--- config.mk ---
export PLATFORM = sky130hd
export DESIGN_NAME = fire_scheduler
export DESIGN_NICKNAME = d
export VERILOG_FILES = /design/src/rtl/fire_sched_pkg.sv /design/src/rtl/fire_scheduler_wrap_pick.sv /design/src/rtl/fire_scheduler.sv
export SDC_FILE = /design/constraint.sdc
export NUM_CORES = 1
export LEC_CHECK = 0
export CELL_PAD_IN_SITES_DETAIL_PLACEMENT = 0
export CELL_PAD_IN_SITES_GLOBAL_PLACEMENT = 1
export CORE_MARGIN = 4
export CORE_UTILIZATION = 44
export CTS_BUF_LIST = sky130_fd_sc_hd__clkbuf_8 sky130_fd_sc_hd__clkbuf_16
export CTS_CLUSTER_DIAMETER = 60
export DETAILED_ROUTE_END_ITERATION = 10
export PLACE_DENSITY = 0.78
export SLEW_MARGIN = 0
export SYNTH_ARGS = -nofsm -noshare
export SYNTH_HDL_FRONTEND = slang
export SYNTH_SLANG_ARGS = --single-unit
--- constraint.sdc ---
create_clock -name CK -period 4.7 [get_ports CK]
set_input_delay 1.41 -clock CK [delete_from_list [all_inputs] [get_ports CK]]
set_output_delay 1.41 -clock CK [all_outputs]
set_load 0.02 [all_outputs]
--- src/rtl/fire_sched_pkg.sv ---
// Shared state encoding, LFSR constants and LFSR step helper for the fire scheduler.
package fire_sched_pkg;

    typedef enum logic [1:0] {
        IDLE   = 2'd0,
        SEL    = 2'd1,
        FIRE   = 2'd2,
        STEADY = 2'd3
    } sched_state_t;

    localparam logic [15:0] LFSR_TAPS    = 16'hB400;
    localparam logic [15:0] DEFAULT_SEED = 16'hACE1;

    // Fibonacci step for x^16+x^14+x^13+x^11+1: feedback is the parity of the tapped bits.
    function automatic logic [15:0] lfsr_next(input logic [15:0] cur);
        return {cur[14:0], ^(cur & LFSR_TAPS)};
    endfunction

endpackage

--- src/rtl/fire_scheduler_wrap_pick.sv ---
// Wrapping priority pick: first set bit of exc at or after start, wrapping from N-1 to 0.
module wrap_pick
    import fire_sched_pkg::*;
#(
    parameter int N  = 8,
    parameter int IW = $clog2(N)
) (
    input  logic [N-1:0]  exc,
    input  logic [IW-1:0] start,
    output logic          found,
    output logic [IW-1:0] idx
);

    logic [IW:0] pos_s;

    // Scan farthest offset first so the nearest excited position overwrites the result last.
    always_comb begin
        found = 1'b0;
        idx   = {IW{1'b0}};
        pos_s = {(IW + 1){1'b0}};
        for (int i = N - 1; i >= 0; i--) begin
            pos_s = {1'b0, start} + (IW + 1)'(i);
            pos_s = (pos_s >= (IW + 1)'(N)) ? pos_s - (IW + 1)'(N) : pos_s;
            found = found | exc[pos_s[IW-1:0]];
            idx   = exc[pos_s[IW-1:0]] ? pos_s[IW-1:0] : idx;
        end
    end

endmodule

--- src/rtl/fire_scheduler.sv ---
// Grants one excited gate per firing step (round-robin or LFSR-random), flags stability
// and counts firings; all outputs registered.
module fire_scheduler
    import fire_sched_pkg::*;
#(
    parameter int          N    = 8,
    parameter int          CW   = 16,
    parameter logic [15:0] SEED = DEFAULT_SEED
) (
    input  logic                 CK,
    input  logic                 RS,
    input  logic                 RUN,
    input  logic                 MODE,
    input  logic [N-1:0]         Q,
    input  logic [N-1:0]         PRECAP,
    output logic [N-1:0]         ENA,
    output logic                 STABLE,
    output logic [CW-1:0]        STEPS,
    output logic [$clog2(N)-1:0] GRANT_IDX
);

    localparam int IW = $clog2(N);
    localparam logic [IW-1:0] LAST_IDX = IW'(N - 1);

    sched_state_t  state_r, state_n_s;
    logic [N-1:0]  exc_s, ena_r, ena_n_s;
    logic          stable_r, stable_n_s;
    logic [CW-1:0] steps_r, steps_n_s;
    logic [IW-1:0] gidx_r, gidx_n_s, ptr_r, ptr_n_s;
    logic [15:0]   lfsr_r, lfsr_n_s;
    logic [IW-1:0] rr_start_s, rnd_raw_s, rnd_start_s, start_s, pick_s;
    logic          found_s;

    assign exc_s = Q ^ PRECAP;

    // Start index: one past the last grant, or the low LFSR bits folded back below N.
    always_comb begin
        rr_start_s  = (ptr_r == LAST_IDX) ? {IW{1'b0}} : ptr_r + {{(IW - 1){1'b0}}, 1'b1};
        rnd_raw_s   = lfsr_r[IW-1:0];
        rnd_start_s = ({1'b0, rnd_raw_s} >= (IW + 1)'(N)) ? rnd_raw_s - IW'(N) : rnd_raw_s;
        start_s     = MODE ? rnd_start_s : rr_start_s;
    end

    wrap_pick #(.N(N), .IW(IW)) u_pick (
        .exc   (exc_s),
        .start (start_s),
        .found (found_s),
        .idx   (pick_s)
    );

    // Next-state and registered-output values; ENA is only ever one cycle wide.
    always_comb begin
        state_n_s  = state_r;
        ena_n_s    = {N{1'b0}};
        stable_n_s = stable_r;
        steps_n_s  = steps_r;
        gidx_n_s   = gidx_r;
        ptr_n_s    = ptr_r;
        lfsr_n_s   = lfsr_r;
        case (state_r)
            IDLE: begin
                stable_n_s = 1'b0;
                state_n_s  = RUN ? SEL : IDLE;
            end
            SEL: begin
                if (!RUN) begin
                    state_n_s = IDLE;
                end else if (!found_s) begin
                    state_n_s  = STEADY;
                    stable_n_s = 1'b1;
                end else begin
                    state_n_s  = FIRE;
                    ena_n_s    = {{(N - 1){1'b0}}, 1'b1} << pick_s;
                    gidx_n_s   = pick_s;
                    stable_n_s = 1'b0;
                    ptr_n_s    = pick_s;
                    lfsr_n_s   = MODE ? lfsr_next(lfsr_r) : lfsr_r;
                end
            end
            FIRE: begin
                steps_n_s = (&steps_r) ? steps_r : steps_r + {{(CW - 1){1'b0}}, 1'b1};
                state_n_s = RUN ? SEL : IDLE;
            end
            STEADY: begin
                if (!RUN) begin
                    state_n_s  = IDLE;
                    stable_n_s = 1'b0;
                end else if (found_s) begin
                    state_n_s  = SEL;
                    stable_n_s = 1'b0;
                end else begin
                    stable_n_s = 1'b1;
                end
            end
            default: begin
                state_n_s  = IDLE;
                stable_n_s = 1'b0;
            end
        endcase
    end

    // State and output registers; async reset also kills an in-flight ENA immediately.
    always_ff @(posedge CK or posedge RS) begin
        if (RS) begin
            state_r  <= IDLE;
            ena_r    <= {N{1'b0}};
            stable_r <= 1'b0;
            steps_r  <= {CW{1'b0}};
            gidx_r   <= {IW{1'b0}};
            ptr_r    <= LAST_IDX;
            lfsr_r   <= SEED;
        end else begin
            state_r  <= state_n_s;
            ena_r    <= ena_n_s;
            stable_r <= stable_n_s;
            steps_r  <= steps_n_s;
            gidx_r   <= gidx_n_s;
            ptr_r    <= ptr_n_s;
            lfsr_r   <= lfsr_n_s;
        end
    end

    assign ENA       = ena_r;
    assign STABLE    = stable_r;
    assign STEPS     = steps_r;
    assign GRANT_IDX = gidx_r;

endmodule

==> results of run 1 <==
-- metrics by stage --
stage               utilization  hold slack (ns)  std cells  cell area (sq um)  setup TNS [ns]
CTS                       0.564            0.495        534               4610               0
floorplan                     -            0.475        349               3690               0
global route              0.566            0.514        534               4630               0
global placement          0.549            0.466        526               4490          -0.176
detailed placement        0.549            0.473        526               4490          -0.571
finish                    0.566            0.493        534               4630               0
-- area by class of cell --
cell class                      count  area share
Clock buffer                        6      0.0178
Clock inverter                      2     0.00811
Multi-Input combinational cell    280       0.509
Timing Repair Buffer               84       0.162
Tap cell                          105      0.0284
Inverter                            8     0.00757
Sequential cell                    49       0.268
-- worst paths after layout --
check                             start            to  slack (ns)
setup reg to reg               ptr_r[0]        ENA[3]        1.05
min in group asynchronous            RS     STEPS[12]        1.66
setup / recovery                   MODE        ENA[3]        0.25
hold / removal             GRANT_IDX[2]  GRANT_IDX[2]        0.49
max in group asynchronous            RS     lfsr_r[3]        2.43
hold reg to reg            GRANT_IDX[2]  GRANT_IDX[2]        0.49
-- flip-flops by register name (all words and copies together) (netlist names) --
signal	count
STABLE	1
STEPS	16
GRANT_IDX	3
state_r	2
ENA	8
lfsr_r	16
ptr_r	3
-- kinds of logic after synthesis --
group           after synthesis  synth area share
compound gates               87             0.199
xor+xnor                     35            0.0831
fa+ha+maj                     8            0.0271
flops                        49             0.336
simple gates                112             0.174
mux                          38             0.151
buf+inv                      20            0.0299
-- worst max-delay path, cell delays in order --
cell	delay, ns
clkdlybuf4s50_1	0.52
buf_4	0.24
a21oi_4	0.20
inv_4	0.04
ha_1	0.37
mux4_2	0.61
a221oi_2	0.33
o21ai_1	0.17
a31oi_1	0.24
buf_4	0.15
o31ai_1	0.10
a211oi_1	0.26
-- layout by cell type (no fill, tap or decap), types with 8 or more instances in the layout --
master / n
clkdlybuf4s50_1: 47
dfrtp_1: 38
buf_4: 37
nand2_1: 20
nor2_1: 19
xnor2_1: 19
nand3_1: 17
xor2_1: 16
a21oi_1: 13
dfstp_2: 11
nor3_1: 10
mux2i_1: 10
mux2_4: 10
o21ai_0: 9
mux2_2: 8
ha_1: 8
-- power by group --
part           internal, mW  switching [mW]  total, mW
Clock                 0.173           0.138      0.311
Combinational         0.888            1.10       1.99
Sequential            0.485          0.0465      0.531
Total                  1.55            1.29       2.83
-- routing by layer --
| metal | GRT usage | part of all wire | routed length [um] | vias to the layer above |
|---|---|---|---|---|
| li1 | - | - | - | 1483 |
| met1 | 0.249 | 0.43 | 4110 | 1491 |
| met2 | 0.327 | 0.48 | 4580 | 116 |
| met3 | 0.0238 | 0.050 | 478 | 23 |
| met4 | 0.0998 | 0.034 | 325 | 0 |
| met5 | 0 | 0 | 0 | - |
-- what timing repair did --
action | in CTS | in global routing
setup buffers | 0 | 0
gates resized for setup | 0 | 3
setup endpoints to repair | 0 | 3
==> impl_results.md, run 1 <==
* Status: finished clean
* Fmax at 0.225 GHz
* Die height at 99.5 um
* Core box area at 8180 sq um
* Drt wl/cell at 17.8 um
* Final Setup Violations at 0
* Pwr Density at 612 nW/um^2
* Area added between synthesis and finish at 25.6%
* Synthesized area per cell at 10.6 sq um
* Final worst setup slack at 0.255 ns
* # nets final at 456
* Final Max Tran Viols at 0
* Worst Hold Path Cells at 1
* Post-synth ARST share at 1.00
* Initial antenna violation count at 0
* TritonCTS clock tree: built
* Drt total wl at 9490 um
* Period utilisation layout at 0.946
* Worst Path Arrival at 4.64 ns
* Top-count cell post-synth: dfrtp_1
* Clock Tree Root: clkbuf_8
* Post-CTS Hold Buffers at 0
* Iter 0 DRT Violations at 130
* Fillers at 711
* HPWL after DPL at 7540 um
* Register area share after synthesis at 0.336
* First-pass detailed-route iteration total at 5
* Synthesized flop and latch total at 49
* Leakage power at 1.93 nW
* Mapped Cells at 349
* RePlAce Congestion at 0.953
* Die area at 9910 sq um
* # IOs at 48
* Vias in the first global route at 3198
* Max Cap Viol at 0
* Multi-input gate area at 2350 sq um
* Synth top area cells: dfrtp_1 (26%), dfstp_2 (7.8%), xnor2_1 (4.5%)
* Max clock buf depth at 2
* Worst Setup End Kind: flip-flop
* Startpoint types: primary input
* Post-synth EDFFs at 0
* Top cell type by total area after synthesis: dfrtp_1
* Tot Pwr at 2.83 mW
* Antenna diode count at 0
* Clk slew on worst S/H paths at 0.09 ns
* Die X at 99.5 um
* Worst Max-Slew Pin Slew at 0.997 ns
* Initial Utilization at 0.451
* Worst Hold Class: flip-flop to flip-flop
* Hold Violations, Final at 0
* Drt drc at 0
* Share of layout cells above drive strength 1 at 0.270
* Global route overflow at 0
* Crit Path Category: primary input to flip-flop
* FF+latch area at 1240 sq um
* Max rail drop VDD at 0.233 mV
* Dominant synthesized flop cell: dfrtp_1
* Num rows at 33
* Post-route ant nets at 0
* Cell count of the worst reg-to-reg path at 13
* RSZ-0062 raised after global routing: no
* Largest net degree at the start of global routing at 50
* Total CTS buffers at 5
* Worst clock skew at 0.00667 ns
* Yosys warning count at 0
* Clk sinks at 49
* First-pass GRT wire length at 15800 um
* Worst-Skew Late Latency at 0.30 ns
* Synth Cell Area at 3690 sq um
* Vias at 3113
* Port Buffers at 47
* Yosys top cell area share at 0.258
* DP Worst Slack at -0.143 ns
* Gr usage total at 0.196
* Relative slew margins at 0.334
* H-tree depth at 2
* Max Fanout on Critical Path at 8
* Synth top cells by count: dfrtp_1 (38), nand2_1 (20), nor2_1 (19), xnor2_1 (19), nand3_1 (18)
* Via density at 5.83
* Distinct cells, synth at 81
* Min cycle time layout at 4.45 ns
* Syn Nets at 377
* Worst endpoint required time at 4.89 ns
(Power assumes the default switching activity.)
==> run 2: changes to the inputs <==
--- a/config.mk
+++ b/config.mk
@@ -12,7 +12,7 @@
 export CTS_BUF_LIST = sky130_fd_sc_hd__clkbuf_8 sky130_fd_sc_hd__clkbuf_16
 export CTS_CLUSTER_DIAMETER = 60
 export DETAILED_ROUTE_END_ITERATION = 10
-export PLACE_DENSITY = 0.78
+export PLACE_DENSITY = 0.92
 export SLEW_MARGIN = 0
 export SYNTH_ARGS = -nofsm -noshare
 export SYNTH_HDL_FRONTEND = slang
==> impl_results.md, run 2 (synthesis gave the netlist of run 1 again) <==
* Max Cap Viol at 0
* Iter 0 DRT Violations at 201
* Initial antenna violation count at 0
* Drt wl/cell at 17.8 um
* First-pass detailed-route iteration total at 5
* Relative slew margins at 0.359
* TritonCTS clock tree: built
* Antenna diode count at 0
* Hold Violations, Final at 0
* # nets final at 446
* GR Layer Usage met3 at 0.0337
* RSZ-0062 raised after global routing: no
* Met1 Use GR at 0.255
* CP Cell Sequence: clkdlybuf4s50_1, buf_4, a21oi_4, inv_4, ha_1, mux4_2, mux2i_1, o2111ai_1, a31o_2, a2111oi_4
* Worst Path Arrival at 4.66 ns
* Most common cell after layout, fill and taps aside: clkdlybuf4s50_1
* Drt total wl at 9300 um
* Worst endpoint required time at 4.89 ns
* GR Util met2 at 0.319
* Startpoint types: primary input
* Most frequent cells in the layout: clkdlybuf4s50_1 (47), dfrtp_1 (38), buf_4 (27), nand2_1 (20)
* # IOs at 48
* RePlAce Congestion at 0.986
* Share of layout cells above drive strength 1 at 0.248
* Worst Setup End Kind: flip-flop
* HPWL after DPL at 7310 um
* Num rows at 33
* Die height at 99.5 um
* First-pass GRT wire length at 15600 um
* Pwr Density at 597 nW/um^2
* Worst Hold Class: flip-flop to flip-flop
* Final Setup Violations at 0
* Min cycle time layout at 4.48 ns
* Max rail drop VDD at 0.218 mV
* Drt drc at 0
* Clock Tree Root: clkbuf_8
* Leakage power at 1.87 nW
* Worst clock skew at 0.0119 ns
* H-tree depth at 2
* Largest net degree at the start of global routing at 50
* Final core occ at 0.552
* Fmax at 0.223 GHz
* Vias at 3139
* Hold Worst Slack at 0.505 ns
* Final Max Tran Viols at 0
* Port Buffers at 47
* Post-route ant nets at 0
* Crit Path Category: primary input to flip-flop
* Max Fanout on Critical Path at 6
* Initial Utilization at 0.451
* Max clock buf depth at 2
* Clk slew on worst S/H paths at 0.09 ns
* Area added between synthesis and finish at 22.4%
* Vias in the first global route at 3170
* Gr usage total at 0.194
* Die X at 99.5 um
* Most Crowded Layer GR: met2
* Worst Max-Slew Pin Slew at 0.960 ns
* Critical path buffer and inverter count at 3
* Global route overflow at 0
* Status: finished clean
* Via density at 5.99
* Total CTS buffers at 5
* Final worst setup slack at 0.223 ns
* DP Worst Slack at -0.0971 ns
* Family with the most delay on the worst path: compound AO/OA/AOI/OAI gates
* Post-CTS Hold Buffers at 0
* Die area at 9910 sq um
* Core box area at 8180 sq um
* Slowest stage delay, CP at 0.61 ns
* Crit path max-delay cell type: mux4_2
* Period utilisation layout at 0.953
* Worst-Skew Late Latency at 0.30 ns
* Clk sinks at 49
* Tot Pwr at 2.69 mW
-- run 2: final cells by class --
type / instances / area [sq um]
fill: 736 / 3660
multi-input combinational: 280 / 2340
sequential: 49 / 1240
timing repair buffer: 74 / 673
tap: 105 / 131
clock buffer: 5 / 68.8
inverter: 8 / 35.0
clock inverter: 3 / 22.5
-- run 2: worst paths after layout --
check	start	end	slack, ns	depth (start not counted)
worst min-delay path	GRANT_IDX[2]	GRANT_IDX[2]	0.50	1
max in group asynchronous	RS	state_r[0]	2.45	2
worst max register to register	ptr_r[0]	ENA[7]	1.01	11
worst min register to register	GRANT_IDX[2]	GRANT_IDX[2]	0.50	1
worst max-delay path	MODE	ENA[7]	0.22	10
min in group asynchronous	RS	STEPS[11]	1.65	2
-- run 2: worst register-to-register path: stages, from the launching register on --
cell	delay, ns
dfstp_2	0.56
ha_1	0.15
ha_1	0.29
nor3_2	0.10
a21oi_4	0.16
inv_4	0.04
ha_1	0.37
mux4_2	0.61
mux2i_1	0.35
o2111ai_1	0.25
a31o_2	0.35
a2111oi_4	0.35
-- run 2: timing repair --
| action | in CTS | in global routing |
|---|---|---|
| setup buffers | 0 | 0 |
| resized for setup | 0 | 1 |
| endpoints found under the setup margin | 0 | 1 |
| endpoints found under the hold margin | 0 | 0 |
-- run 2: routing by layer --
layer	vias to the layer above	routed length [um]
met4	0	266
met2	139	4390
met1	1512	4030
met3	23	612
met5	-	0
li1	1465	-
-- run 2: per-stage QoR --
stage               TNS (ns)  cells  instance area, sq um
finish                     0    524                  4510
global route               0    524                  4510
CTS                        0    524                  4510
detailed placement    -0.348    516                  4420
global placement     -0.0151    516                  4420
floorplan                  0    349                  3690
-- run 2: power breakdown --
| group | leakage [nW] | total, mW | internal, mW | switching, mW |
|---|---|---|---|---|
| registers | 0.629 | 0.528 | 0.485 | 0.0433 |
| clock network | 0.0481 | 0.243 | 0.106 | 0.137 |
| logic | 1.19 | 1.92 | 0.827 | 1.10 |
==> run 3: changes to the inputs <==
--- a/config.mk
+++ b/config.mk
@@ -8,11 +8,12 @@
 export CELL_PAD_IN_SITES_DETAIL_PLACEMENT = 0
 export CELL_PAD_IN_SITES_GLOBAL_PLACEMENT = 1
 export CORE_MARGIN = 4
-export CORE_UTILIZATION = 44
+export CORE_UTILIZATION = 35
 export CTS_BUF_LIST = sky130_fd_sc_hd__clkbuf_8 sky130_fd_sc_hd__clkbuf_16
 export CTS_CLUSTER_DIAMETER = 60
 export DETAILED_ROUTE_END_ITERATION = 10
-export PLACE_DENSITY = 0.92
+export PLACE_DENSITY = 0.77
+export REMOVE_ABC_BUFFERS = 1
 export SLEW_MARGIN = 0
 export SYNTH_ARGS = -nofsm -noshare
 export SYNTH_HDL_FRONTEND = slang
==> impl_results.md, run 3 (synthesis gave the netlist of run 1 again) <==
* Status: finished clean
* Final instance area at 4600 sq um
* Iter 0 DRT Violations at 171
* HPWL after DPL at 7160 um
* Antenna diode count at 0
* Max Fanout on Critical Path at 7
* Relative slew margins at 0.368
* Vias in the first global route at 2946
* Die X at 111 um
* Worst endpoint required time at 4.90 ns
* Worst clock skew at 0.00922 ns
* Port Buffers at 47
* Area added between synthesis and finish at 24.7%
* Gr usage total at 0.147
* H-tree depth at 2
* Core box area at 10300 sq um
* Fin cells at 558
* First-pass detailed-route iteration total at 5
* RR Startpoint: ptr_r[0]
* Period utilisation layout at 0.952
* Via density at 5.56
* Crit Path Category: primary input to flip-flop
* Drt drc at 0
* Clk sinks at 49
* Vias at 3104
* # IOs at 48
* TritonCTS clock tree: built
* Final Setup Violations at 0
* Share of layout cells above drive strength 1 at 0.251
* Max Cap Viol at 0
* HP Start: STEPS[7]
* Max clock buf depth at 2
* Fmax at 0.223 GHz
* Clk slew on worst S/H paths at 0.09 ns
* Worst Path Arrival at 4.67 ns
* Max rail drop VDD at 0.236 mV
* Final Max Tran Viols at 0
* RSZ-0062 raised after global routing: no
* Post-route ant nets at 0
* # nets final at 449
* CP startpoint: MODE
* Most Crowded Layer GR: met2
* Met1 Use GR at 0.201
* Worst Setup End Kind: flip-flop
* Resized cells post-CTS at 0
* Worst-Skew Late Latency at 0.30 ns
* Die area at 12200 sq um
* Min cycle time layout at 4.48 ns
* Most frequent cells in the layout: clkdlybuf4s50_1 (47), dfrtp_1 (38), buf_4 (30), nand2_1 (20)
* Startpoint types: primary input
* Largest net degree at the start of global routing at 50
* Setup Buffers After CTS at 0
* Pwr Density at 599 nW/um^2
* Initial antenna violation count at 0
* GR Util met2 at 0.243
* Setup TNS Final at 0 ns
* GR Layer Usage met3 at 0.0225
* Initial Utilization at 0.359
* First-pass GRT wire length at 15100 um
* Worst Max-Slew Pin Slew at 0.947 ns
* Placed Area at 4480 sq um
* Die height at 111 um
* Cells after DPL at 550
* Fillers at 1000
* Global route overflow at 0
* Total CTS buffers at 5
* Num rows at 37
* Drt total wl at 9100 um
* Leakage power at 1.89 nW
* Drt wl/cell at 16.3 um
* RePlAce Congestion at 0.958
* Post-CTS Hold Buffers at 0
* Hold Violations, Final at 0
* Most common cell after layout, fill and taps aside: clkdlybuf4s50_1
* Clock Tree Root: clkbuf_8
* Worst Hold Class: flip-flop to flip-flop
[run 3: cell types whose count changed in the layout (fill, tap and decap cells not counted), sizes merged]
cell and delta:
clkinv -3, bufinv +1, clkbuf +1, buf +3, clkinvlp +1
[run 3: path summary, 6_finish.rpt]
path                                endpoint  slack (ns)  depth (start not counted)
worst min register to register      STEPS[7]        0.50                          1
worst max register to register        ENA[2]        1.02                         13
min in group asynchronous             ENA[2]        1.65                          2
max in group asynchronous       GRANT_IDX[2]        2.46                          2
worst max-delay path                  ENA[2]        0.22                         12
worst min-delay path                STEPS[7]        0.50                          1
[run 3: metal layers]
metal  share of wire  wire length (um)
met5               0                 0
met4           0.018               165
met3           0.067               607
met2            0.46              4220
met1            0.45              4110
[run 3: critical path, stage by stage]
cell and delay [ns]:
clkdlybuf4s50_1 0.53, buf_4 0.24, a21oi_4 0.18, inv_4 0.04
ha_1 0.38, mux4_2 0.61, a221oi_1 0.37, o21ai_1 0.19
a31oi_1 0.25, buf_4 0.16, nor3_1 0.05, a211oi_1 0.26
[run 3: through the flow]
stage | setup slack (ns) | utilization | hold WS, ns | power, mW
6_report | 0.223 | 0.447 | 0.497 | 2.75
5_1_grt | 0.0423 | 0.447 | 0.517 | 2.93
4_1_cts | 0.260 | 0.447 | 0.501 | 2.75
3_5_place_dp | -0.0562 | 0.436 | 0.488 | 2.43
3_3_place_gp | 0.0278 | 0.436 | 0.470 | 2.41
2_1_floorplan | 0.399 | - | 0.475 | 1.82
[run 3: area by class of cell]
type	count	area (sq um)	share of cell area
sequential	49	1240	0.270
inverter	8	35.0	0.00762
tap	136	170	0.0370
timing repair buffer	77	696	0.151
clock inverter	2	37.5	0.00816
multi-input combinational	280	2340	0.508
clock buffer	6	82.6	0.0180
[run 3: report_power, final]
part	internal, mW	switching, mW	leakage (nW)
logic	0.836	1.08	1.20
registers	0.485	0.0475	0.629
clock network	0.173	0.134	0.0574
